[src/rtl/uart_pkg.sv]
// Shared UART definitions: tx FSM state encoding, oversampling factor,
// default frame/baud constants shared by the tx framer and the receiver.
// The PARITY state exists only when UART_TX_PARITY_EN is defined.
package uart_pkg;

    // Oversampling ticks per start/data/parity bit.
    localparam int OVERSAMPLE = 16;

    // Defaults shared by the transmit and receive paths.
    localparam int DEF_DBIT    = 8;
    localparam int DEF_SB_TICK = 16;
    localparam int DEF_CLK_DIV = 163;

    typedef enum logic [2:0] {
        ST_IDLE   = 3'd0,
        ST_START  = 3'd1,
        ST_DATA   = 3'd2,
`ifdef UART_TX_PARITY_EN
        ST_PARITY = 3'd3,
`endif
        ST_STOP   = 3'd4
    } tx_state_t;

    // Counter width for a modulus of n (at least one bit).
    function automatic int idx_width(input int n);
        return (n > 1) ? $clog2(n) : 1;
    endfunction

endpackage

[src/rtl/uart_baud_gen.sv]
// Oversampling tick generator: tick pulses once every CLK_DIV clk cycles.
// Ports: clk, reset (async, active high), clr (sync restart), tick (out).
module uart_baud_gen
    import uart_pkg::*;
#(
    parameter int CLK_DIV = DEF_CLK_DIV
) (
    input  logic clk,
    input  logic reset,
    input  logic clr,
    output logic tick
);

    localparam int CW = idx_width(CLK_DIV);
    localparam logic [CW-1:0] LAST = CW'(CLK_DIV - 1);

    logic [CW-1:0] cnt;

    // clr restarts the period so the first tick lands exactly CLK_DIV
    // cycles later; with CLK_DIV=1 the counter sits at 0 and ticks always.
    always_ff @(posedge clk or posedge reset) begin
        if (reset) begin
            cnt <= '0;
        end else if (clr || (cnt == LAST)) begin
            cnt <= '0;
        end else begin
            cnt <= cnt + 1'b1;
        end
    end

    assign tick = (cnt == LAST) & ~clr;

endmodule

[src/rtl/uart_tx_framer.sv]
// UART transmit framer: start bit, DBIT data bits LSB first, optional even
// parity (macro UART_TX_PARITY_EN), then SB_TICK ticks of stop on tx.
// Ports: clk, reset (async, active high), tx_start/din (request + word),
// tx_ready (accepting, IDLE only), tx (serial line, idle high),
// tx_busy (frame in flight), tx_done_tick (last cycle of stop bit).
module uart_tx_framer
    import uart_pkg::*;
#(
    parameter int DBIT    = DEF_DBIT,
    parameter int SB_TICK = DEF_SB_TICK,
    parameter int CLK_DIV = DEF_CLK_DIV
) (
    input  logic            clk,
    input  logic            reset,
    input  logic            tx_start,
    input  logic [DBIT-1:0] din,
    output logic            tx_ready,
    output logic            tx,
    output logic            tx_busy,
    output logic            tx_done_tick
);

    localparam int BW = idx_width(DBIT);
    localparam logic [BW-1:0] LAST_BIT  = BW'(DBIT - 1);
    localparam logic [4:0]    BIT_LAST  = 5'(OVERSAMPLE - 1);
    localparam logic [4:0]    STOP_LAST = 5'(SB_TICK - 1);

    tx_state_t       state;
    logic [4:0]      tcnt;
    logic [BW-1:0]   bidx;
    logic [DBIT-1:0] shreg;
    logic [DBIT-1:0] shreg_nxt;
    logic            accept;
    logic            tick;
    logic            bit_end;
    logic            stop_end;
`ifdef UART_TX_PARITY_EN
    logic            par;
`endif

    assign accept    = tx_start & tx_ready;
    assign shreg_nxt = shreg >> 1;
    assign bit_end   = tick & (tcnt == BIT_LAST);
    assign stop_end  = tick & (tcnt == STOP_LAST);

    // Restarting the divider on acceptance keeps every frame phase-aligned
    // to its own start bit, independent of when the request arrived.
    uart_baud_gen #(
        .CLK_DIV (CLK_DIV)
    ) u_baud (
        .clk   (clk),
        .reset (reset),
        .clr   (accept),
        .tick  (tick)
    );

    // Done is decoded from the last stop tick so it coincides with the
    // final stop-bit cycle; the FSM is back in IDLE one cycle later.
    assign tx_done_tick = (state == ST_STOP) & stop_end;

    always_ff @(posedge clk or posedge reset) begin
        if (reset) begin
            state    <= ST_IDLE;
            tx       <= 1'b1;
            tx_ready <= 1'b1;
            tx_busy  <= 1'b0;
            tcnt     <= '0;
            bidx     <= '0;
            shreg    <= '0;
`ifdef UART_TX_PARITY_EN
            par      <= 1'b0;
`endif
        end else begin
            unique case (state)
                ST_IDLE: begin
                    tx <= 1'b1;
                    if (accept) begin
                        state    <= ST_START;
                        tx       <= 1'b0;
                        shreg    <= din;
                        tcnt     <= '0;
                        bidx     <= '0;
                        tx_ready <= 1'b0;
                        tx_busy  <= 1'b1;
`ifdef UART_TX_PARITY_EN
                        par      <= ^din;
`endif
                    end
                end

                ST_START: begin
                    if (bit_end) begin
                        state <= ST_DATA;
                        tcnt  <= '0;
                        tx    <= shreg[0];
                    end else if (tick) begin
                        tcnt <= tcnt + 5'd1;
                    end
                end

                ST_DATA: begin
                    if (bit_end) begin
                        tcnt  <= '0;
                        shreg <= shreg_nxt;
                        if (bidx == LAST_BIT) begin
`ifdef UART_TX_PARITY_EN
                            state <= ST_PARITY;
                            tx    <= par;
`else
                            state <= ST_STOP;
                            tx    <= 1'b1;
`endif
                        end else begin
                            bidx <= bidx + 1'b1;
                            tx   <= shreg_nxt[0];
                        end
                    end else if (tick) begin
                        tcnt <= tcnt + 5'd1;
                    end
                end

`ifdef UART_TX_PARITY_EN
                ST_PARITY: begin
                    if (bit_end) begin
                        state <= ST_STOP;
                        tcnt  <= '0;
                        tx    <= 1'b1;
                    end else if (tick) begin
                        tcnt <= tcnt + 5'd1;
                    end
                end
`endif

                ST_STOP: begin
                    tx <= 1'b1;
                    if (stop_end) begin
                        state    <= ST_IDLE;
                        tcnt     <= '0;
                        bidx     <= '0;
                        tx_ready <= 1'b1;
                        tx_busy  <= 1'b0;
                    end else if (tick) begin
                        tcnt <= tcnt + 5'd1;
                    end
                end

                default: begin
                    state    <= ST_IDLE;
                    tx       <= 1'b1;
                    tx_ready <= 1'b1;
                    tx_busy  <= 1'b0;
                    tcnt     <= '0;
                    bidx     <= '0;
                end
            endcase
        end
    end

endmodule

[config.mk]
export PLATFORM = sky130hd
export DESIGN_NAME = uart_tx_framer
export DESIGN_NICKNAME = d
export VERILOG_FILES = /design/src/rtl/uart_pkg.sv /design/src/rtl/uart_baud_gen.sv /design/src/rtl/uart_tx_framer.sv
export SDC_FILE = /design/constraint.sdc
export NUM_CORES = 1
export LEC_CHECK = 0
export BUFFER_PORTS_ARGS = -buffer_cell sky130_fd_sc_hd__buf_2
export CAP_MARGIN = 40
export CORE_MARGIN = 3
export CORE_UTILIZATION = 37
export DETAILED_ROUTE_END_ITERATION = 8
export PLACE_DENSITY_LB_ADDON = 0.25
export SYNTH_ARGS = -nofsm -noshare
export SYNTH_HDL_FRONTEND = slang
export SYNTH_SLANG_ARGS = --single-unit
[constraint.sdc]
create_clock -name clk -period 2 [get_ports clk]
set_input_delay 0.1 -clock clk [delete_from_list [all_inputs] [get_ports clk]]
set_output_delay 0.1 -clock clk [all_outputs]
set_load 0.02 [all_outputs]
Word level (Yosys, flattened, before mapping)

Index checks and enable logic that the tools add are counted.

Flip-flop bits (word level): 30
Input port bits: 11
Output and inout port bits: 4

$add $sub $neg: 3
Equal/unequal tests: 13
Mux-type cells: 29
Bitwise operators: 7
Reduce and logical (&&, ||, !) cells: 11

Operators with widths:

| operator              | count |
|---|---|
| $mux W3               | 8 |
| $mux W8               | 3 |
| $pmux W3 S4           | 2 |
| $pmux W8 S2           | 1 |
| $mux W5               | 3 |
| $ne A2 B2 Y1 const B  | 5 |
| $pmux W5 S2           | 1 |
| $reduce_and A5 Y1     | 2 |
| $pmux W1 S3           | 3 |
| $add A8 B1 Y8 const B | 1 |
| $eq A8 B8 Y1 const B  | 1 |
| $mux W1               | 8 |
| $eq A3 B3 Y1 const B  | 2 |
| $reduce_and A3 Y1     | 2 |
| $add A5 B1 Y5 const B | 1 |
| $eq A5 B4 Y1 const B  | 1 |
| $and A1 B1 Y1         | 4 |
| $reduce_and A2 Y1     | 2 |
| $add A3 B1 Y3 const B | 1 |
| $eq A3 B1 Y1 const B  | 1 |
| $eq A3 B2 Y1 const B  | 1 |
| $logic_not A3 Y1      | 1 |
| $ne A3 B1 Y1 const B  | 1 |
| $not A1 Y1            | 3 |
| 5 further kinds       | 5 |

Logic depth before layout (Yosys ltp)

Gate-level depths: netlist of the first run.

Depth in word-level cells: 6
Mapped depth: 6
Gate-level depth less buffers: 6

Cells and area by module

From an unflattened synthesis of the first run, not the netlist that was laid out.

Cells, all modules: 165
Area total of the unflattened synthesis: 1,684.1 um2

Modules (own cells, without submodules):

| module         | instances | cells each | area each (um2) |
|---|---|---|---|
| uart_tx_framer | 1         | 124        | 1,282.5 |
| uart_baud_gen  | 1         | 41         | 401.6 |

Worst setup path after synthesis of the first run

No wires, ideal clock.

Path kind: register to output
Start point: register u_baud.cnt[0]
End point: output port tx_done_tick
Data arrival time: 1,762 ps
Required time: 1,900 ps
Path slack: 138 ps
Cell stages (with the launch flop): 6
Cell sequence: dfrtp_1 > inv_1 > ha_1 > nor3b_4 > nand4_2 > nor4_1

Longest elaborated chain between the ends: 4

Ends and longest elaborated chain:

| item                   | RTL line             | RTL |
|---|---|---|
| from (decl)            | uart_baud_gen.sv:17  | `logic [CW-1:0] cnt;` |
| from (signal assigned) | uart_baud_gen.sv:27  | `cnt <= cnt + 1'b1;` |
| $eq A8 B8 Y1           | uart_baud_gen.sv:31  | `assign tick = (cnt == LAST) & ~clr;` |
| $and A1 B1 Y1          | uart_baud_gen.sv:31  |  |
| $and A1 B1 Y1          | uart_tx_framer.sv:44 | `assign stop_end = tick & (tcnt == STOP_LAST);` |
| $and A1 B1 Y1          | uart_tx_framer.sv:59 | `assign tx_done_tick = (state == ST_STOP) & stop_end;` |
| to (decl)              | uart_tx_framer.sv:20 | `output logic tx_done_tick` |

Every way passes these cells.

Final worst setup path of the first run

Same ends and word-level chain as after synthesis.

==> metrics.yaml, run 1 <==
yosys_warnings: 0
clkLatencyLatePin_ns: 0.28
initial_core_util_pct: 40.20
period_needed_ns: 1.891
final_cell_count_no_fill: 246
synth_area_leaders: "dfrtp_1, nand2_1, mux2_2, ha_1, nor2_1"
cp_max_fo: 9
ant_nets: 0
regArea_um2: 753.2
core-area_um2: 4202
wl_per_cell_um: 13.87
root_buffer: "clkbuf_8"
clock_power_share_pct: 31.2
dp.cells: 233
power_mw: 1.603
synth_area_um2: 1689
hold_viol_final: 0
drt_wl_total_um: 3412
antenna_found_initial: 0
slew_headroom_pct: 64.83
track_usage_pct: 14.04
finalMaxSlewViolations: 0
path_class: "reg2out"
setup_viol_count_final: 0
synth_top_cell_area_share_pct: 41.48
synth_flop_cell: "dfrtp_1"
synthCells: 171
grt_max_degree: 31
die_area_um2: 5412
antenna_cells: 0
path_clk_slew_ns: 0.07
p_int_mw: 1.139
async_reset_ff_share_pct: 100.0
io_buffers: 14
numCtsBuffers: 5
io_pins: 15
arrival_ns: 1.79
num-fill-cells: 396
final_net_count: 211
tightest_slew_ns: 0.5129
place_congestion: 0.8730
drc: 0
htree_levels: 2
dr.pass1.iters: 4
multi_input_area_um2: 873.3
cp.required_ns: 1.90
drive_above_1_share_pct: 26.02
setup_tns_ns: 0
clkSinkCount: 30
seq_power_share_pct: 51.2
rsz0062_at_grt: "false"
synth_edf_count: 0
outcome: "finished, final reports clean"
hold_ws_ns: 0.06064
cp-end-kind: "output port"
p_switching_mw: 0.4635
power_density_nw_per_um2: 813.2
fmax_mhz: 528.8
die_h_um: 73.57
cts_tree: "yes"
drtIter0Drc: 68
grt_pass1_wl_um: 5858
yosysUniqueCellTypes: 43
leakage_nw: 0.9142
power_frac_comb_pct: 17.6
die_w_um: 73.57
avgSynthCellArea_um2: 9.878
syn-num-nets: 187
grt_overflow: 0
grt_pass1_vias: 1341
synth.largest_area_cell: "dfrtp_1"
ir_drop_v: 0.0005134
hp-class: "in2reg"
rows: 23
ys_seq_elements: 30
max_cap_violations: 0
ys_seq_area_share_pct: 44.59
post-route-util_pct: 46.90
switching_share_pct: 28.92
dp.final_hpwl_um: 2379
vias: 1322
fin_skew_ns: 0.006071
clockBufferDepth: 2
vias_per_cell: 5.374
syn_to_final_growth_pct: 16.67
fin_crit_sh_pct: 94.56
critPathLaunchType: "register"
-- cell usage in the layout, fill, tap and decap left out, drive strengths merged, types with 2 or more instances in the layout --
master	count
inv	10
a21oi	6
nor2	15
dfrtp	28
o21ai	6
a22o	2
and3	4
nand3	5
and2	2
nand3b	2
a22oi	3
clkbuf	8
nand2	29
mux2	9
xnor2	3
ha	5
nor3b	4
buf	23
nor3	2
xor2	5
nand4	4
dfstp	2
mux2i	3
-- routing by layer --
metal / up-vias / wire [µm] / track usage [%]
met5: - / 0 / 0
met2: 24 / 1726 / 23.62
li1: 643 / - / -
met3: 4 / 144 / 4.378
met1: 651 / 1494 / 16.80
met4: 0 / 47 / 5.030
-- Yosys cell counts (3+ instances only) --
cell type	count
xnor2_1	3
inv_1	10
nand3_1	5
mux2_2	9
and3_1	4
mux2i_1	3
nand2_1	29
a21oi_1	6
ha_1	5
o21ai_0	5
dfrtp_1	28
buf_2	3
nor2_1	15
xor2_1	5
-- logic make-up after synthesis --
group	share of synthesized area, %
fa+ha+maj	3.704
simple gates	23.92
compound gates	10.96
xor+xnor	4.148
buf+inv	4.889
flops	44.59
mux	7.778
-- worst max-delay path, cell delays in order (launching register included) --
cell     delay, ns
dfrtp_1       0.41
inv_1         0.07
ha_1          0.14
nor3b_4       0.21
nand4_2       0.16
buf_6         0.17
nor4_2        0.16
buf_4         0.19
-- timing repair --
item / in CTS / in global routing
pin swaps: 0 / 0
setup endpoints to repair: 1 / 3
hold buffers: 1 / 0
endpoints found under the hold margin: 28 / 0
gates resized for setup: 2 / 4
buffers inserted: 3 / 1
-- flip-flops by register name, indices dropped and copies added (netlist names) --
signal and flops:
u_baud.cnt 8, tx 1, tx_busy 1, tcnt 5
state 3, tx_ready 1, bidx 3, shreg 8
-- worst paths after layout --
path	endpoint	cells after the start	slack, ns	from
min in group asynchronous	u_baud.cnt[1]	4	0.43	reset
max	tx_done_tick	7	0.11	u_baud.cnt[0]
max reg2reg	shreg[3]	7	0.12	u_baud.cnt[0]
min reg2reg	u_baud.cnt[0]	1	0.50	u_baud.cnt[0]
min	shreg[7]	3	0.06	din[7]
max in group asynchronous	tx_ready	4	1.24	reset
-- cell type report --
| cell class | instances | share of cell area [%] |
|---|---|---|
| Tap cell | 50 | 3.175 |
| Inverter | 10 | 1.905 |
| Timing Repair Buffer | 24 | 7.810 |
| Multi-Input combinational cell | 124 | 44.32 |
| Sequential cell | 30 | 38.22 |
| Clock buffer | 8 | 4.571 |
-- through the flow --
| step | setup slack [ns] | instance area, µm² |
|---|---|---|
| finish | 0.1088 | 1971 |
| global route | 0.006938 | 1971 |
| CTS | 0.03620 | 1941 |
| detailed placement | 0.1274 | 1814 |
| global placement | 0.1945 | 1814 |
| floorplan | 0.1384 | 1689 |
-- power by group through the flow --
stage,Clock (mW),Sequential (mW),Combinational (mW)
final,0.500,0.820,0.283
after detailed placement,0,0.827,0.277
after CTS,0.510,0.819,0.284
after floorplan,0,0.803,0.219
after global routing,0.541,0.837,0.322
after global placement,0,0.821,0.260
(Power assumes the default switching activity.)
==> run 2: changes to the inputs <==
--- a/config.mk
+++ b/config.mk
@@ -10,7 +10,8 @@
 export CORE_MARGIN = 3
 export CORE_UTILIZATION = 37
 export DETAILED_ROUTE_END_ITERATION = 8
-export PLACE_DENSITY_LB_ADDON = 0.25
+export PLACE_DENSITY = 0.66
+export RECOVER_POWER = 50
 export SYNTH_ARGS = -nofsm -noshare
 export SYNTH_HDL_FRONTEND = slang
 export SYNTH_SLANG_ARGS = --single-unit
==> metrics.yaml, run 2 (same netlist as run 1, synthesis figures left out) <==
outcome: "finished, final reports clean"
rsz0062_at_grt: "false"
hold_viol_final: 0  # unchanged
wl_met3_um: 86  # -40%
place_congestion: 0.8561  # -1.9%
vias_per_cell: 5.089  # -5.3%
final_common_cell: "nand2_1"
setup_tns_ns: 0  # unchanged
antenna_cells: 0  # unchanged
rows: 23  # unchanged
root_buffer: "clkbuf_8"
htree_levels: 2  # unchanged
cp_top_family: "simple AND/OR/NAND/NOR gates"
cp_slowest_cell: "dfrtp_1"
period_needed_ns: 1.831  # -0.06033 ns
track_usage_pct: 12.72  # -1.3 points
die_h_um: 73.57  # unchanged
crit_buf_inv: 1  # -2
dp.final_hpwl_um: 2241  # -5.8%
die_w_um: 73.57  # unchanged
drive_above_1_share_pct: 24.49  # -1.5 points
grt_pass1_vias: 1227  # -8.5%
grt_max_degree: 31  # unchanged
top_regs: "shreg (8), u_baud.cnt (8), tcnt (5)"
cp_slowest_stage_delay_ns: 0.41  # about the same
die_area_um2: 5412  # unchanged
final_cell_mix: "nand2_1, dfrtp_1, nor2_1"
arrival_ns: 1.99  # +0.20 ns
power_density_nw_per_um2: 804.7  # -1.1%
critPathLaunchType: "register"
drtIter0Drc: 59  # -13%
ant_nets: 0  # unchanged
drc: 0  # unchanged
cp.required_ns: 2.16  # +0.26 ns
numCtsBuffers: 5  # unchanged
clockBufferDepth: 2  # unchanged
grt_pass1_wl_um: 5382  # -8.1%
setup_viol_count_final: 0  # unchanged
tightest_slew_ns: 0.7229  # +0.2100 ns
wl_met2_um: 1326  # -23%
leakage_nw: 0.8959  # -2.0%
slew_headroom_pct: 51.81  # -13 points
clkLatencyLatePin_ns: 0.27  # about the same
max_cap_violations: 0  # unchanged
cp-end-kind: "register"
ir_drop_v: 0.0002399  # -53%
core-area_um2: 4202  # unchanged
power_mw: 1.574  # -1.8%
path_class: "reg2reg"
fmax_mhz: 546.2  # +3.3%
clkSinkCount: 30  # unchanged
finalMaxSlewViolations: 0  # unchanged
hp-class: "in2reg"
fin_skew_ns: 0.004784  # -0.001287 ns
initial_core_util_pct: 40.20  # unchanged
grt_overflow: 0  # unchanged
path_cells: "inv_1, ha_1, nor3b_4, nand4_2, o21ai_4, mux2_2"
dr.pass1.iters: 4  # unchanged
routed.top_layer: "met4"
wl_per_cell_um: 12.06  # -13%
antenna_found_initial: 0  # unchanged
cts_tree: "yes"
path_clk_slew_ns: 0.06  # about the same
fin_crit_sh_pct: 91.55  # -3.0 points
vias: 1252  # -5.3%
io_pins: 15  # unchanged
wl_met1_um: 1487  # -0.47%
final_net_count: 211  # unchanged
cp_max_fo: 8  # -1
syn_to_final_growth_pct: 15.78
io_buffers: 14  # unchanged
drt_wl_total_um: 2967  # -13%
-- run 2: layout make-up --
type                            count  area [µm²]
Tap cell                           50       62.56
Sequential cell                    30       753.2
Timing Repair Buffer               24       142.6
Fill cell                         407        2246
Multi-Input combinational cell    124       868.3
Clock inverter                      1       5.005
Inverter                           10       37.54
Clock buffer                        7       86.33
-- run 2: final timing paths --
path                       cells past startpoint     startpoint             to  slack [ns]
max                                            6  u_baud.cnt[0]       shreg[5]        0.17
min                                            3         din[7]       shreg[7]        0.09
max reg2reg                                    6  u_baud.cnt[0]       shreg[5]        0.17
min reg2reg                                    1  u_baud.cnt[0]  u_baud.cnt[0]        0.50
max in group asynchronous                      4          reset        tcnt[3]        0.97
min in group asynchronous                      4          reset       state[0]        0.57
-- run 2: tightest hold or removal path: cells and delay by family --
family | cells | cell delay, ns
AND/OR/NAND/NOR | 1 | 0.06
AO/OA/AOI/OAI | 1 | 0.08
buffers and inverters | 1 | 0.09
-- run 2: metal layers --
metal  vias up  GRT usage (%)
li1        639              -
met1       594          16.75
met2        13          19.09
met3         6          3.694
met4         0          6.036
met5         -              0
-- run 2: report_power, final --
group,internal (mW),switching [mW],total [mW]
combinational,0.144,0.128,0.272
sequential,0.710,0.106,0.816
clock,0.277,0.209,0.486
total,1.13,0.442,1.57
-- run 2: through the flow --
stage	utilization [%]	std cells	area, µm²	setup WS [ns]	hold slack, ns
floorplan	-	171	1689	0.1384	0.1893
global placement	43.72	236	1837	0.1767	0.1904
detailed placement	43.72	236	1837	0.1289	0.1983
CTS	46.34	245	1947	0.03664	0.08294
global route	46.55	246	1956	0.03278	0.1395
finish	46.55	246	1956	0.1691	0.09377
-- run 2: timing repair --
action,4_1_cts,5_1_grt
hold buffers,1,0
hold endpoints to repair,28,0
setup buffers,0,1
resized for setup,1,1
setup endpoints to repair,1,8
pin swaps,0,0
